`src/rtl/ext_int_responder.sv`:
```
// ---------------------------------------------------------------------------
// ext_int_responder
//
// Processor-side responder for the external interrupt request/acknowledge
// handshake. It qualifies a request against the global enable, waits for an
// instruction boundary, and then takes the trap. Taking the trap emits a
// one-cycle take/ack pulse, selects the vector, saves the PC and bumps the
// serviced count. After the take it watches for the controller to drop its
// request, and it tracks handler residency until return-from-interrupt.
//
// Ports
//   Sys_Clock          in   1   system clock, rising edge
//   Sys_Reset          in   1   asynchronous, active-high reset
//   EIC_IntReq         in   1   request level from the interrupt controller
//   EIC_IntId          in   1   request class (1 = urgent, 0 = normal)
//   EIC_IntAck         out  1   one-cycle acknowledge pulse
//   Cpu_IntEnable      in   1   global enable, gates normal requests only
//   Cpu_InstrBoundary  in   1   pipeline can accept a trap this cycle
//   Cpu_Pc             in   32  PC of the next instruction at the boundary
//   Cpu_IntReturn      in   1   handler executed return-from-interrupt
//   Cpu_TrapTake       out  1   one-cycle fetch redirect pulse
//   Cpu_TrapVector     out  32  trap vector, held until the next take
//   Saved_Pc           out  32  PC captured at the take
//   Int_InService      out  1   handler active
//   Int_AckError       out  1   sticky: request not dropped after ack
//   Int_Count          out  16  serviced-interrupt count, saturating
// ---------------------------------------------------------------------------
module ext_int_responder #(
    parameter logic [31:0] VEC_NORMAL  = 32'h0000_0008,
    parameter logic [31:0] VEC_URGENT  = 32'h0000_000C,
    parameter int unsigned ACK_TIMEOUT = 16
) (
    input  logic        Sys_Clock,
    input  logic        Sys_Reset,
    input  logic        EIC_IntReq,
    input  logic        EIC_IntId,
    output logic        EIC_IntAck,
    input  logic        Cpu_IntEnable,
    input  logic        Cpu_InstrBoundary,
    input  logic [31:0] Cpu_Pc,
    input  logic        Cpu_IntReturn,
    output logic        Cpu_TrapTake,
    output logic [31:0] Cpu_TrapVector,
    output logic [31:0] Saved_Pc,
    output logic        Int_InService,
    output logic        Int_AckError,
    output logic [15:0] Int_Count
);

    localparam int TW = $clog2(ACK_TIMEOUT + 1);

    typedef enum logic [1:0] {
        S_IDLE      = 2'd0,
        S_PEND      = 2'd1,
        S_WAIT_DROP = 2'd2,
        S_SERVICE   = 2'd3
    } state_t;

    state_t          r_state;
    state_t          w_state_nxt;

    logic            r_cls;        // latched request class, 1 = urgent
    logic [TW-1:0]   r_timer;      // cycles left for the request to drop
    logic            r_rearm_blk;  // stuck request must go low before re-arm

    logic            r_ack;
    logic            r_take;
    logic [31:0]     r_vec;
    logic [31:0]     r_pc;
    logic            r_insvc;
    logic            r_err;
    logic [15:0]     r_cnt;

    logic            w_eligible;
    logic            w_cls_load;
    logic            w_take;
    logic            w_timer_dec;
    logic            w_err_set;
    logic            w_svc_done;

    // Urgent requests bypass the global enable.
    assign w_eligible = EIC_IntReq && (EIC_IntId || Cpu_IntEnable);

    // ------------------------------------------------------------------
    // Next-state and control strobes
    // ------------------------------------------------------------------
    always_comb begin
        w_state_nxt = r_state;
        w_cls_load  = 1'b0;
        w_take      = 1'b0;
        w_timer_dec = 1'b0;
        w_err_set   = 1'b0;
        w_svc_done  = 1'b0;

        case (r_state)
            S_IDLE: begin
                if (w_eligible && !r_rearm_blk) begin
                    w_cls_load  = 1'b1;
                    w_state_nxt = S_PEND;
                end
            end

            S_PEND: begin
                // A dropped request or a mask on a normal request beats a
                // boundary arriving in the same cycle.
                if (!EIC_IntReq) begin
                    w_state_nxt = S_IDLE;
                end else if (!r_cls && !Cpu_IntEnable) begin
                    w_state_nxt = S_IDLE;
                end else if (Cpu_InstrBoundary) begin
                    w_take      = 1'b1;
                    w_state_nxt = S_WAIT_DROP;
                end
            end

            S_WAIT_DROP: begin
                // The timer still holds its load value at the end of the ack
                // cycle, so the error fires only after ACK_TIMEOUT full
                // cycles beyond it.
                if (!EIC_IntReq) begin
                    w_state_nxt = S_SERVICE;
                end else if (r_timer == '0) begin
                    w_err_set   = 1'b1;
                    w_state_nxt = S_SERVICE;
                end else begin
                    w_timer_dec = 1'b1;
                end
            end

            S_SERVICE: begin
                // No nesting: requests wait here until the handler returns.
                if (Cpu_IntReturn) begin
                    w_svc_done  = 1'b1;
                    w_state_nxt = S_IDLE;
                end
            end

            default: w_state_nxt = S_IDLE;
        endcase
    end

    // ------------------------------------------------------------------
    // State register
    // ------------------------------------------------------------------
    always_ff @(posedge Sys_Clock or posedge Sys_Reset) begin
        if (Sys_Reset) begin
            r_state <= S_IDLE;
        end else begin
            r_state <= w_state_nxt;
        end
    end

    // ------------------------------------------------------------------
    // Class latch, drop timer and re-arm guard
    // ------------------------------------------------------------------
    always_ff @(posedge Sys_Clock or posedge Sys_Reset) begin
        if (Sys_Reset) begin
            r_cls       <= 1'b0;
            r_timer     <= '0;
            r_rearm_blk <= 1'b0;
        end else begin
            if (w_cls_load) begin
                r_cls <= EIC_IntId;
            end

            if (w_take) begin
                r_timer <= TW'(ACK_TIMEOUT);
            end else if (w_timer_dec) begin
                r_timer <= r_timer - 1'b1;
            end

            // Set only while the request is still high, so the two arms
            // never compete.
            if (w_err_set) begin
                r_rearm_blk <= 1'b1;
            end else if (!EIC_IntReq) begin
                r_rearm_blk <= 1'b0;
            end
        end
    end

    // ------------------------------------------------------------------
    // Registered outputs
    // ------------------------------------------------------------------
    always_ff @(posedge Sys_Clock or posedge Sys_Reset) begin
        if (Sys_Reset) begin
            r_ack   <= 1'b0;
            r_take  <= 1'b0;
            r_vec   <= '0;
            r_pc    <= '0;
            r_insvc <= 1'b0;
            r_err   <= 1'b0;
            r_cnt   <= '0;
        end else begin
            // Ack and take are single-cycle strobes from the take edge.
            r_ack  <= w_take;
            r_take <= w_take;

            if (w_take) begin
                r_vec <= r_cls ? VEC_URGENT : VEC_NORMAL;
                r_pc  <= Cpu_Pc;
                if (r_cnt != 16'hFFFF) begin
                    r_cnt <= r_cnt + 16'd1;
                end
            end

            if (w_take) begin
                r_insvc <= 1'b1;
            end else if (w_svc_done) begin
                r_insvc <= 1'b0;
            end

            if (w_err_set) begin
                r_err <= 1'b1;
            end
        end
    end

    assign EIC_IntAck     = r_ack;
    assign Cpu_TrapTake   = r_take;
    assign Cpu_TrapVector = r_vec;
    assign Saved_Pc       = r_pc;
    assign Int_InService  = r_insvc;
    assign Int_AckError   = r_err;
    assign Int_Count      = r_cnt;

endmodule

```
`config.mk`:
```
export PLATFORM = sky130hd
export DESIGN_NAME = ext_int_responder
export DESIGN_NICKNAME = d
export VERILOG_FILES = /design/src/rtl/ext_int_responder.sv
export SDC_FILE = /design/constraint.sdc
export NUM_CORES = 1
export LEC_CHECK = 0
export ABC_AREA = 1
export BUFFER_PORTS_ARGS = -buffer_cell sky130_fd_sc_hd__buf_2
export CORE_MARGIN = 2
export CORE_UTILIZATION = 50
export CTS_CLUSTER_SIZE = 24
export DETAILED_ROUTE_END_ITERATION = 7
export PLACE_DENSITY = 0.82
export SYNTH_ARGS = -nofsm -noshare
export SYNTH_HDL_FRONTEND = slang
export SYNTH_SLANG_ARGS = --single-unit
```
`constraint.sdc`:
```
create_clock -name Sys_Clock -period 4.2 [get_ports Sys_Clock]
set_clock_uncertainty 0.15 [all_clocks]
set_input_delay 0 -clock Sys_Clock [delete_from_list [all_inputs] [get_ports Sys_Clock]]
set_output_delay 0 -clock Sys_Clock [all_outputs]
set_load 0.03 [all_outputs]
```
# ---- Yosys cells after proc, flatten, opt, wreduce, memory -nomap -nowiden
# Cells that the tools add are included.
dict set report totals {
  reg_bits 92
  input_bits 39
  wordCells 63
}
dict set report classes {
  n_addsub 2
  eq_ne 9
  muxes 29
  reduce_logical 13
}
# cell n
set op_table {}
lappend op_table {{$mux 1} 18}
lappend op_table {{$add 16x1->16 const B} 1}
lappend op_table {{$ne 16x16->1 const B} 1}
lappend op_table {{$mux 2} 7}
lappend op_table {{$mux 5} 2}
lappend op_table {{$pmux 2 s4} 1}
lappend op_table {{$logic_not 5->1} 1}
lappend op_table {{$sub 5x1->5 const B} 1}
lappend op_table {{$eq 2x2->1 const B} 2}
lappend op_table {{$ne 2x2->1 const B} 2}
lappend op_table {{$ne 4x4->1 const B} 1}
lappend op_table {{$reduce_and 4->1} 1}
lappend op_table {{$reduce_bool 2->1} 2}
lappend op_table {{$logic_and 1x1->1} 3}
lappend op_table {{$logic_not 1->1} 3}
lappend op_table {{$mux 3} 1}
lappend op_table {{$ne 3x3->1 const B} 1}
lappend op_table {{$eq 2x1->1 const B} 1}
lappend op_table {{$logic_not 2->1} 1}
lappend op_table {{$ne 2x1->1 const B} 1}
lappend op_table {{$reduce_and 2->1} 1}
lappend op_table {{$logic_or 1x1->1} 1}

# ---- Depth between registers and ports, before layout
# Gate-level depths: netlist of run 1.
dict set report logic_depth {
  depth_word 6
  mapped_depth 9
}

# ---- Least setup slack after synthesis of run 1
# Ideal clock, no wire load.
dict set report synth_path {
  path_kind {register to register}
  from {register r_cnt[0] (netlist: Int_Count[0])}
  to {register r_cnt[3] (netlist: Int_Count[3])}
  setup_time_ns 0.119
  arrival_time_ns 1.532
  t_required_ns 3.931
  path_slack_ns 2.399
  path_stages_with_launch 10
  n_path_buf 1
  period_less_slack_ns 1.801
  cell_sequence {dfrtp_1 ha_1 inv_1 nor2_4 nand2_2 nor2_1 nor2_2 buf_6 nand2_1 o21ai_2}
}
dict set report synth_between {
  elab_chain_len 2
  elab_cells_between_ends 3
  cone_classes {1 x add/sub; 1 x eq/ne; 1 x reduce/logical}
}
# item line_no
set synth_rtl {}
lappend synth_rtl {{from (decl)} 72} ;# logic [15:0] r_cnt;
lappend synth_rtl {{from (signal assigned)} 203} ;# r_cnt <= r_cnt + 16'd1;
lappend synth_rtl {{parallel branches: the longest is 2 deep, another holds $add 16x1->16} -}
# Several ways; the timed one is not identified.
# A chain may end at the register's enable or synchronous reset.

# ---- Worst setup path after layout of run 1
dict set report layout_path {
  from {register r_state[0]}
  to {register r_cnt[3] (netlist: Int_Count[3])}
}
dict set report layout_between {
  elab_chain_len 3
}
# item line_no
set layout_rtl {}
lappend layout_rtl {{from (decl)} 59} ;# state_t r_state;
lappend layout_rtl {{from (signal assigned)} 149} ;# r_state <= w_state_nxt;
lappend layout_rtl {{$eq 2x1->1} 95} ;# case (r_state)
lappend layout_rtl {{$mux 1} 95}
lappend layout_rtl {{$reduce_and 2->1 (no line)} -}
# Every way passes these cells.

==> impl_metrics.yaml, run 1 <==
place:
  dp_hpwl_microns: 4520
  dpl_worst_slack_ns: 1.73
  post_dp_cell_area_sq_um: 3540
  globalplace.congestion: 0.841
  io_buffers: 92
floorplanning:
  rows: 29
  dieHeight_microns: 83.6
  dieArea_sq_um: 6990
  io_pins: 123
  die_w_microns: 83.6
  coreArea_sq_um: 6240
  initial_utilization_pct: 50.8
drt:
  drt_wl_total_microns: 7500
  drt-pass1-iter-count: 5
  drcViolationCount: 0
  met1_length_microns: 3140
  top_layer: "met4"
  wl_met3_microns: 404
  wl_met2_microns: 3780
  vias: 2896
  postRouteAntennaNets: 0
  drt_iter0_markers: 103
  routedWlPerCell_microns: 12.3
  via_per_inst: 4.77
synthesis:
  synth_area_per_cell_sq_um: 8.03
  yosysTopAreaCell: "dfrtp_1"
  synth_cell_types: 29
  synth-compound-area-share_pct: 4.30
  synth_fa_ha_area_share_pct: 0.789
  syn_area_sq_um: 3170
  synth_top_cell_area_share_pct: 48.9
  synth_area_leaders: "dfrtp_1, nand2_1, buf_4"
  synth_top_family_by_area: "simple AND/OR/NAND/NOR gates"
  netlist_instances: 395
  yosys_warnings: 0
  synth-seq-cells: 62
  ys_seq_area_share_pct: 48.9
  synthXorXnorAreaFrac_pct: 1.66
  synth-simple-area-share_pct: 31.5
  synthMuxAreaShare_pct: 0
pwr:
  p_per_area_nw_per_um2: 690
  ir_drop_mv: 0.490
  total_power_uw: 2850
  p_leak_uw: 0.00225
worst_setup_path:
  slowest_delay_ns: 0.88
  cp.depth: 6
  cp-endpoint: "Int_Count[3]"
  cp_cell_sequence: "inv_2, nor2_4, nand4_4, nor2_2, nand2_1, o21ai_2"
  timing.rr.start: "r_state[0]"
  r2r_cells: 6
  path_class: "register to register"
  crit_family: "simple AND/OR/NAND/NOR gates"
  worst-path-max-fanout: 41
  crit_slowest_cell: "nor2_2"
  arrival_ns: 2.62
  critPathLaunch: "r_state[0]"
  rrSetupSlack_ns: 1.69
  rr_endpoint: "Int_Count[3]"
  cp-start-kind: "register"
  crit_path_end_kind: "register"
  critPathBufInv: 1
  worstPathRequired_ns: 4.31
min_path:
  hp-start: "Cpu_IntEnable"
  hp-class: "input port to register"
flow_run:
  cap_violations: 0
finish:
  n_fill_cell: 506
  final_cell_mix: "nand2_1, buf_2, dfrtp_1"
  fin_nets: 566
  final_common_cell: "nand2_1"
  multi_input_area_sq_um: 1330
  drive_above_1_share_pct: 24.0
  antennaDiodeCount: 0
  ff_latch_area_sq_um: 1550
  postLayoutCellArea_sq_um: 4120
  area_growth_pct: 30.1
global_routing:
  grt_pass1_wl_microns: 12500
  grt_usage_pct: 22.2
  grt_pass1_vias: 2782
  grt_max_degree: 63
  antenna_found_initial: 0
  grt_overflow_total: 0
cts:
  cts_tree: "done"
  clk_latency_ns: 0.33
  numCtsBuffers: 9
  cts-root-buf: "clkbuf_8"
  clockBufferDepth: 2
  postCtsSetupBuffers: 0
  clk_pin_slew_worst_paths_ns: 0.07
  cts_sinks: 62
  ctsHtreeMaxLevel: 3
timing:
  period_share_pct: 59.7
  setup_viol: 0
  fmax_mhz: 399
  slew_headroom_pct: 43.6
  worst_slack_ns: 1.69
  fin_setup_tns_ns: 0
  hold_violations: 0
  rsz0062_at_grt: "false"
  fin_crit_ns: 2.51
  tightest_slew_ns: 0.845
  drv_slew: 0
run_status:
  status: "finished, final reports clean"
==> Yosys cell counts, drive strengths merged <==
cell and n:
nand2 181, buf 38, or2 1, o22ai 1
dfrtp 62, o21ai 19, nand3 16, nor3 1
nand4 8, a21oi 1, nand3b 2, xor2 3
nor2 26, ha 2, clkbuf 3, inv 27
xnor2 3, conb 1
==> state kept, by name, indices dropped and copies added, names as in the netlist, named ones only <==
register and flops:
Int_InService 1, Int_Count 16, r_state 1, Saved_Pc 32, Int_AckError 1, Cpu_TrapVector 2
Cpu_TrapTake 1, r_cls 1, r_rearm_blk 1, r_timer 5
==> stage by stage <==
| step | hold slack (ns) | std cells | utilization, % |
|---|---|---|---|
| after CTS | 0.0557 | 607 | 66.1 |
| after detailed placement | 0.0520 | 553 | 56.8 |
| final | 0.0835 | 607 | 66.1 |
| after global routing | 0.106 | 607 | 66.1 |
| after floorplan | -0.0404 | 424 | - |
| after global placement | 0.0422 | 553 | 56.8 |
==> report_power, final <==
group / switching, uW / internal, uW / total, uW
Sequential: 195 / 845 / 1040
Clock: 235 / 290 / 526
Combinational: 900 / 381 / 1280
Total: 1330 / 1520 / 2850
==> area by class of cell <==
type | count | area share [%]
Timing Repair Buffer | 131 | 20.6
Inverter | 27 | 2.46
Tap cell | 77 | 2.34
Sequential cell | 62 | 37.6
Clock inverter | 5 | 1.43
Clock buffer | 11 | 3.43
Multi-Input combinational cell | 294 | 32.2
==> how the worst min path moves through the flow <==
stage               depth (start not counted)  slack, ns      endpoint
global route                                7       0.11    r_state[0]
finish                                      7       0.08    r_state[0]
global placement                            3       0.04   Saved_Pc[2]
CTS                                         7       0.06    r_state[0]
floorplan                                   2      -0.04   Saved_Pc[0]
detailed placement                          3       0.05  Saved_Pc[20]
==> kinds of logic after synthesis <==
kind of cell,after synthesis
fa+ha+maj,2
buf+inv,68
compound gates,21
flops,62
other cells,1
simple gates,235
xor+xnor,6
==> worst register-to-register path, delay by kind of cell (launching register included) <==
| kind | cells | cell delay [ns] |
|---|---|---|
| buffers and inverters | 1 | 0.08 |
| AND/OR/NAND/NOR | 4 | 1.68 |
| flip-flops | 1 | 0.44 |
| AO/OA/AOI/OAI | 1 | 0.09 |
==> metal layers <==
metal / up-vias / global-route usage [%]
li1: 1421 / -
met4: 0 / 11.3
met5: - / 0
met3: 16 / 3.46
met2: 115 / 38.5
met1: 1344 / 26.8
==> timing repair <==
item,in CTS,in global routing
resized for setup,0,0
endpoints found under the hold margin,101,0
hold buffers,38,0
No activity file was read; power rests on OpenSTA's default activity.
==> run 2: changes to the inputs <==
--- a/config.mk
+++ b/config.mk
@@ -8,10 +8,10 @@
 export ABC_AREA = 1
 export BUFFER_PORTS_ARGS = -buffer_cell sky130_fd_sc_hd__buf_2
 export CORE_MARGIN = 2
-export CORE_UTILIZATION = 50
+export CORE_UTILIZATION = 49
 export CTS_CLUSTER_SIZE = 24
 export DETAILED_ROUTE_END_ITERATION = 7
-export PLACE_DENSITY = 0.82
+export PLACE_DENSITY = 0.8
 export SYNTH_ARGS = -nofsm -noshare
 export SYNTH_HDL_FRONTEND = slang
 export SYNTH_SLANG_ARGS = --single-unit
==> constraint.sdc (replaced) <==
create_clock -name Sys_Clock -period 2.5 [get_ports Sys_Clock]
set_clock_uncertainty 0.15 [all_clocks]
set_input_delay 0 -clock Sys_Clock [delete_from_list [all_inputs] [get_ports Sys_Clock]]
set_output_delay 0 -clock Sys_Clock [all_outputs]
set_load 0.03 [all_outputs]
==> run 2 against run 1 <==
Net effect: worst setup slack worse by 1.3 ns; highest routed layer unchanged; clock-buffer cell count did not move; final area about the same; register-to-register slack got worse by 1.3 ns; worst hold slack got worse by 0.034 ns; final cell count grew 0.16%; critical path depth up 2; die area increased by 1.9%; power up 67%; sequential power rose by 67%; critical path type unchanged; largest cell class unchanged; non-clock buffer count increased by 2.
==> impl_metrics.yaml, run 2 (same netlist as run 1, synthesis figures left out) <==
drt:
  wl_met2_microns: 3710
  via_per_inst: 4.70
  top_layer: "met4"
  postRouteAntennaNets: 0
  drt_wl_total_microns: 7560
  wl_met3_microns: 487
  drcViolationCount: 0
  routedWlPerCell_microns: 12.4
  drt-pass1-iter-count: 4
  vias: 2858
  drt_iter0_markers: 147
  met1_length_microns: 3150
cts:
  postCtsSetupBuffers: 0
  cts_sinks: 62
  clk_pin_slew_worst_paths_ns: 0.07
  cts_tree: "done"
  numCtsBuffers: 9
  clk_latency_ns: 0.34
  cts-root-buf: "clkbuf_8"
  ctsHtreeMaxLevel: 3
  clockBufferDepth: 2
timing:
  slew_headroom_pct: 44.4
  drv_slew: 0
  hold_violations: 0
  rsz0062_at_grt: "false"
  fmax_mhz: 473
  setup_viol: 0
  fin_setup_tns_ns: 0
  whs_ns: 0.0497
  tightest_slew_ns: 0.834
  period_share_pct: 84.7
  fin_crit_ns: 2.12
place:
  io_buffers: 92
  post_dp_cell_area_sq_um: 3570
  dp_hpwl_microns: 4810
  globalplace.congestion: 0.838
  dp_cells: 556
finish:
  drive_above_1_share_pct: 24.3
  final_cell_mix: "nand2_1, buf_2, dfrtp_1"
  largest_reg_flops: 32
  utilization_pct: 65.3
  postLayoutCellArea_sq_um: 4130
  final_common_cell: "nand2_1"
  final_cells: 608
  area_growth_pct: 30.1
  antennaDiodeCount: 0
  fin_nets: 568
worst_setup_path:
  cp-start-kind: "register"
  worst-path-max-fanout: 20
  rrSetupSlack_ns: 0.38
  worstPathRequired_ns: 2.62
  rr_endpoint: "Int_Count[4]"
  path_class: "register to register"
  r2r_cells: 8
  crit_path_end_kind: "register"
  timing.rr.start: "Int_Count[0]"
  arrival_ns: 2.23
floorplanning:
  dieArea_sq_um: 7130
  initial_utilization_pct: 50.2
  io_pins: 123
  dieHeight_microns: 84.4
  rows: 29
  die_w_microns: 84.4
  coreArea_sq_um: 6310
min_path:
  hp-class: "input port to register"
  hold_depth: 7
  hp-start: "Cpu_IntEnable"
  holdPathEnd: "r_state[0]"
pwr:
  p_leak_uw: 0.00226
  p_per_area_nw_per_um2: 1150
  ir_drop_mv: 0.824
global_routing:
  grt_pass1_vias: 2788
  grt_max_degree: 41
  grt_pass1_wl_microns: 12600
  grt_usage_pct: 22.3
  antenna_found_initial: 0
  grt_overflow_total: 0
run_status:
  status: "finished, final reports clean"
flow_run:
  cap_violations: 0
==> run 2: report_power, final <==
group	internal [uW]	switching (uW)	total [uW]
Combinational	644	1500	2150
Clock	479	377	855
Sequential	1420	322	1740
==> run 2: what timing repair did <==
action | 4_1_cts | 5_1_grt
hold buffers | 37 | 0
gates resized for setup | 0 | 0
hold endpoints to repair | 64 | 0
==> run 2: area by class of cell <==
| type | instances | area [sq um] |
|---|---|---|
| Clock inverter | 4 | 47.5 |
| Clock buffer | 11 | 141 |
| Fill cell | 532 | 2190 |
| Inverter | 27 | 101 |
| Tap cell | 77 | 96.3 |
| Multi-Input combinational cell | 294 | 1330 |
| Sequential cell | 62 | 1550 |
| Timing Repair Buffer | 133 | 861 |
==> run 2: worst max-delay path by stage <==
stage / cells past startpoint / endpoint / slack, ns / startpoint
detailed placement: 8 / Int_Count[3] / 0.42 / Int_Count[0]
floorplan: 9 / Int_Count[3] / 0.70 / Int_Count[0]
finish: 8 / Int_Count[4] / 0.38 / Int_Count[0]
global route: 8 / Int_Count[1] / 0.20 / Int_Count[0]
global placement: 8 / Int_Count[3] / 0.47 / Int_Count[0]
CTS: 8 / Int_Count[8] / 0.39 / Int_Count[0]
==> run 2: metrics by stage <==
step / power [uW] / setup WS, ns
floorplan: 3270 / 0.699
global placement: 3760 / 0.473
detailed placement: 3830 / 0.419
CTS: 4760 / 0.386
global route: 5060 / 0.204
finish: 4740 / 0.384
==> run 2: routing by layer <==
metal  up-vias  global-route usage, %
met5         -                      0
met4         0                   12.6
met3        20                   4.92
met2       125                   37.1
met1      1289                   27.0
li1       1424                      -
==> run 2: critical path: stages, from the launching register on <==
cell and delay, ns:
dfrtp_1 0.44, ha_1 0.27, inv_1 0.10, nor2_4 0.06, nand2_2 0.10, nor2_1 0.07
nor2_2 0.63, nand2_1 0.14, o21ai_2 0.09
==> run 3: changes to the inputs <==
--- a/config.mk
+++ b/config.mk
@@ -5,10 +5,10 @@
 export SDC_FILE = /design/constraint.sdc
 export NUM_CORES = 1
 export LEC_CHECK = 0
-export ABC_AREA = 1
+export ABC_AREA = 0
 export BUFFER_PORTS_ARGS = -buffer_cell sky130_fd_sc_hd__buf_2
 export CORE_MARGIN = 2
-export CORE_UTILIZATION = 49
+export CORE_UTILIZATION = 48
 export CTS_CLUSTER_SIZE = 24
 export DETAILED_ROUTE_END_ITERATION = 7
 export PLACE_DENSITY = 0.8
==> constraint.sdc (replaced) <==
create_clock -name Sys_Clock -period 2.1 [get_ports Sys_Clock]
set_clock_uncertainty 0.15 [all_clocks]
set_input_delay 0 -clock Sys_Clock [delete_from_list [all_inputs] [get_ports Sys_Clock]]
set_output_delay 0 -clock Sys_Clock [all_outputs]
set_load 0.03 [all_outputs]
==> run 3 against run 2 <==
Net effect: core utilization is 0.82 points higher; global-route usage is 2.4 points lower; routed wire length is 12% lower; worst hold slack better by 0.023 ns; final cell count is 15% lower; critical path depth is 2 lower; power is 1.2% higher; non-clock buffer count is 4 higher; largest cell class unchanged.
==> impl_metrics.yaml, run 3 <==
cts:
  clockBufferDepth: 2
  clk_pin_slew_worst_paths_ns: 0.07
  numCtsBuffers: 9
  cts_tree: "done"
  cts-root-buf: "clkbuf_8"
  clk_latency_ns: 0.33
  ctsHtreeMaxLevel: 3
  cts_sinks: 62
min_path:
  hold_depth: 5
  hp-start: "Cpu_IntEnable"
  holdPathEnd: "Int_Count[5]"
  hp-class: "input port to register"
timing:
  setup_viol: 0
  rsz0062_at_grt: "false"
  slew_headroom_pct: 57.2
  tightest_slew_ns: 0.641
  period_share_pct: 91.7
  fin_setup_tns_ns: 0
  fin_crit_ns: 1.92
  fmax_mhz: 519
  hold_violations: 0
  drv_slew: 0
synthesis:
  synth_cell_types: 40
  synth_common_cells: "nand2_1, dfrtp_1, buf_4"
  synthArstFlopShare_pct: 100
  netlist_instances: 299
  synthFlopType: "dfrtp_1"
  synth_area_leaders: "dfrtp_1, nand2_1, buf_4"
  yosysTopAreaCell: "dfrtp_1"
  synth-seq-cells: 62
  synth_area_per_cell_sq_um: 9.72
  synth_top_cell_area_share_pct: 53.4
  synth_most_common_cell: "nand2_1"
  syn_area_sq_um: 2910
  yosys_warnings: 0
  ys_seq_area_share_pct: 53.4
  synth-edff-count: 0
drt:
  vias: 2379
  via_per_inst: 4.62
  postRouteAntennaNets: 0
  drt-pass1-iter-count: 4
  drcViolationCount: 0
  drt_iter0_markers: 75
  routedWlPerCell_microns: 12.9
  drt_wl_total_microns: 6620
pwr:
  power_frac_comb_pct: 41.9
  total_power_uw: 4800
  p_switching_uw: 2090
  ir_drop_mv: 0.662
  internal_power_uw: 2710
  swShare_pct: 43.5
  p_clk_share_pct: 18.5
  p_leak_uw: 0.00215
  p_per_area_nw_per_um2: 1230
  p_seq_share_pct: 39.6
finish:
  drive_above_1_share_pct: 28.6
  ff_latch_area_sq_um: 1550
  antennaDiodeCount: 0
  largest_reg_flops: 32
  fin_nets: 476
  n_fill_cell: 456
  area_growth_pct: 34.0
  multi_input_area_sq_um: 1160
  final_cell_mix: "nand2_1, buf_2, dfrtp_1"
  final_common_cell: "nand2_1"
  utilization_pct: 66.2
worst_setup_path:
  path_class: "register to register"
  arrival_ns: 1.97
  worst-path-max-fanout: 5
  timing.rr.start: "Int_Count[0]"
  worstPathRequired_ns: 2.15
  crit_path_end_kind: "register"
  cp-start-kind: "register"
  rr_endpoint: "Int_Count[8]"
  r2r_cells: 6
  rrSetupSlack_ns: 0.18
floorplanning:
  dieArea_sq_um: 6690
  coreArea_sq_um: 5890
  dieHeight_microns: 81.8
  io_pins: 123
  initial_utilization_pct: 49.4
  rows: 28
  die_w_microns: 81.8
place:
  dp_hpwl_microns: 4190
  globalplace.congestion: 0.732
  io_buffers: 92
global_routing:
  grt_pass1_vias: 2268
  grt_overflow_total: 0
  grt_pass1_wl_microns: 10000
  grt_max_degree: 33
  antenna_found_initial: 0
  grt_usage_pct: 19.9
flow_run:
  cap_violations: 0
run_status:
  status: "finished, final reports clean"
-- run 3: routing by layer --
layer,track usage [%],share of wire [%],vias up
li1,-,-,1178
met1,23.8,42,1115
met3,4.95,7.2,7
met2,34.6,49,79
met5,0,0,-
met4,7.67,1.2,0
-- run 3: repair_timing --
action | CTS | global route
endpoints found under the hold margin | 69 | 0
hold buffers | 38 | 0
gates resized for setup | 0 | 0
setup buffers | 0 | 0
-- run 3: worst max-delay path by stage --
stage	start	to
3_3_place_gp	register	Saved_Pc[25]
6_report	Int_Count[0]	Int_Count[8]
3_5_place_dp	Int_Count[0]	Int_Count[8]
2_1_floorplan	Int_Count[0]	Int_Count[1]
5_1_grt	Int_Count[0]	Int_Count[7]
4_1_cts	Int_Count[0]	Int_Count[8]
-- run 3: worst max-delay path: stages, from the launching register on --
cell and delay, ns:
dfrtp_1 0.40, ha_1 0.25, nand4_2 0.22, nor4_4 0.34
buf_4 0.21, nor4_1 0.05, xor2_1 0.16
-- run 3: logic make-up (layout without fill, tap and decap cells) --
group | count (synthesis) | count (layout) | synth area share (%)
flops | 62 | 62 | 53.4
buf+inv | 45 | 157 | 10.5
mux | 2 | 2 | 0.904
other cells | 1 | 30 | 0.129
compound gates | 7 | 7 | 2.02
simple gates | 164 | 164 | 27.4
fa+ha+maj | 2 | 2 | 0.861
xor+xnor | 16 | 16 | 4.82
-- run 3: power groups by stage --
stage               clock [uW]  sequential [uW]  combinational [uW]
floorplan                    0             2610                 722
global placement             0             1890                1910
detailed placement           0             1910                1950
CTS                        907             1890                2010
global route               977             1950                2180
finish                     886             1900                2010
-- run 3: cell type report --
type                            instances  area share, %
Sequential cell                        62           39.8
Timing Repair Buffer                  137           23.3
Inverter                                4          0.386
Tap cell                               75           2.41
Clock buffer                           12           3.73
Clock inverter                          4          0.578
Multi-Input combinational cell        221           29.8
-- run 3: per-stage QoR --
stage,hold slack [ns],instance area [sq um],instances,worst slack (ns)
3_5_place_dp,-0.0307,3350,461,0.171
2_1_floorplan,-0.0446,3020,328,0.0637
6_report,0.0727,3890,515,0.175
4_1_cts,0.0726,3890,515,0.155
3_3_place_gp,-0.0297,3350,461,0.273
5_1_grt,0.0906,3890,515,0.0182
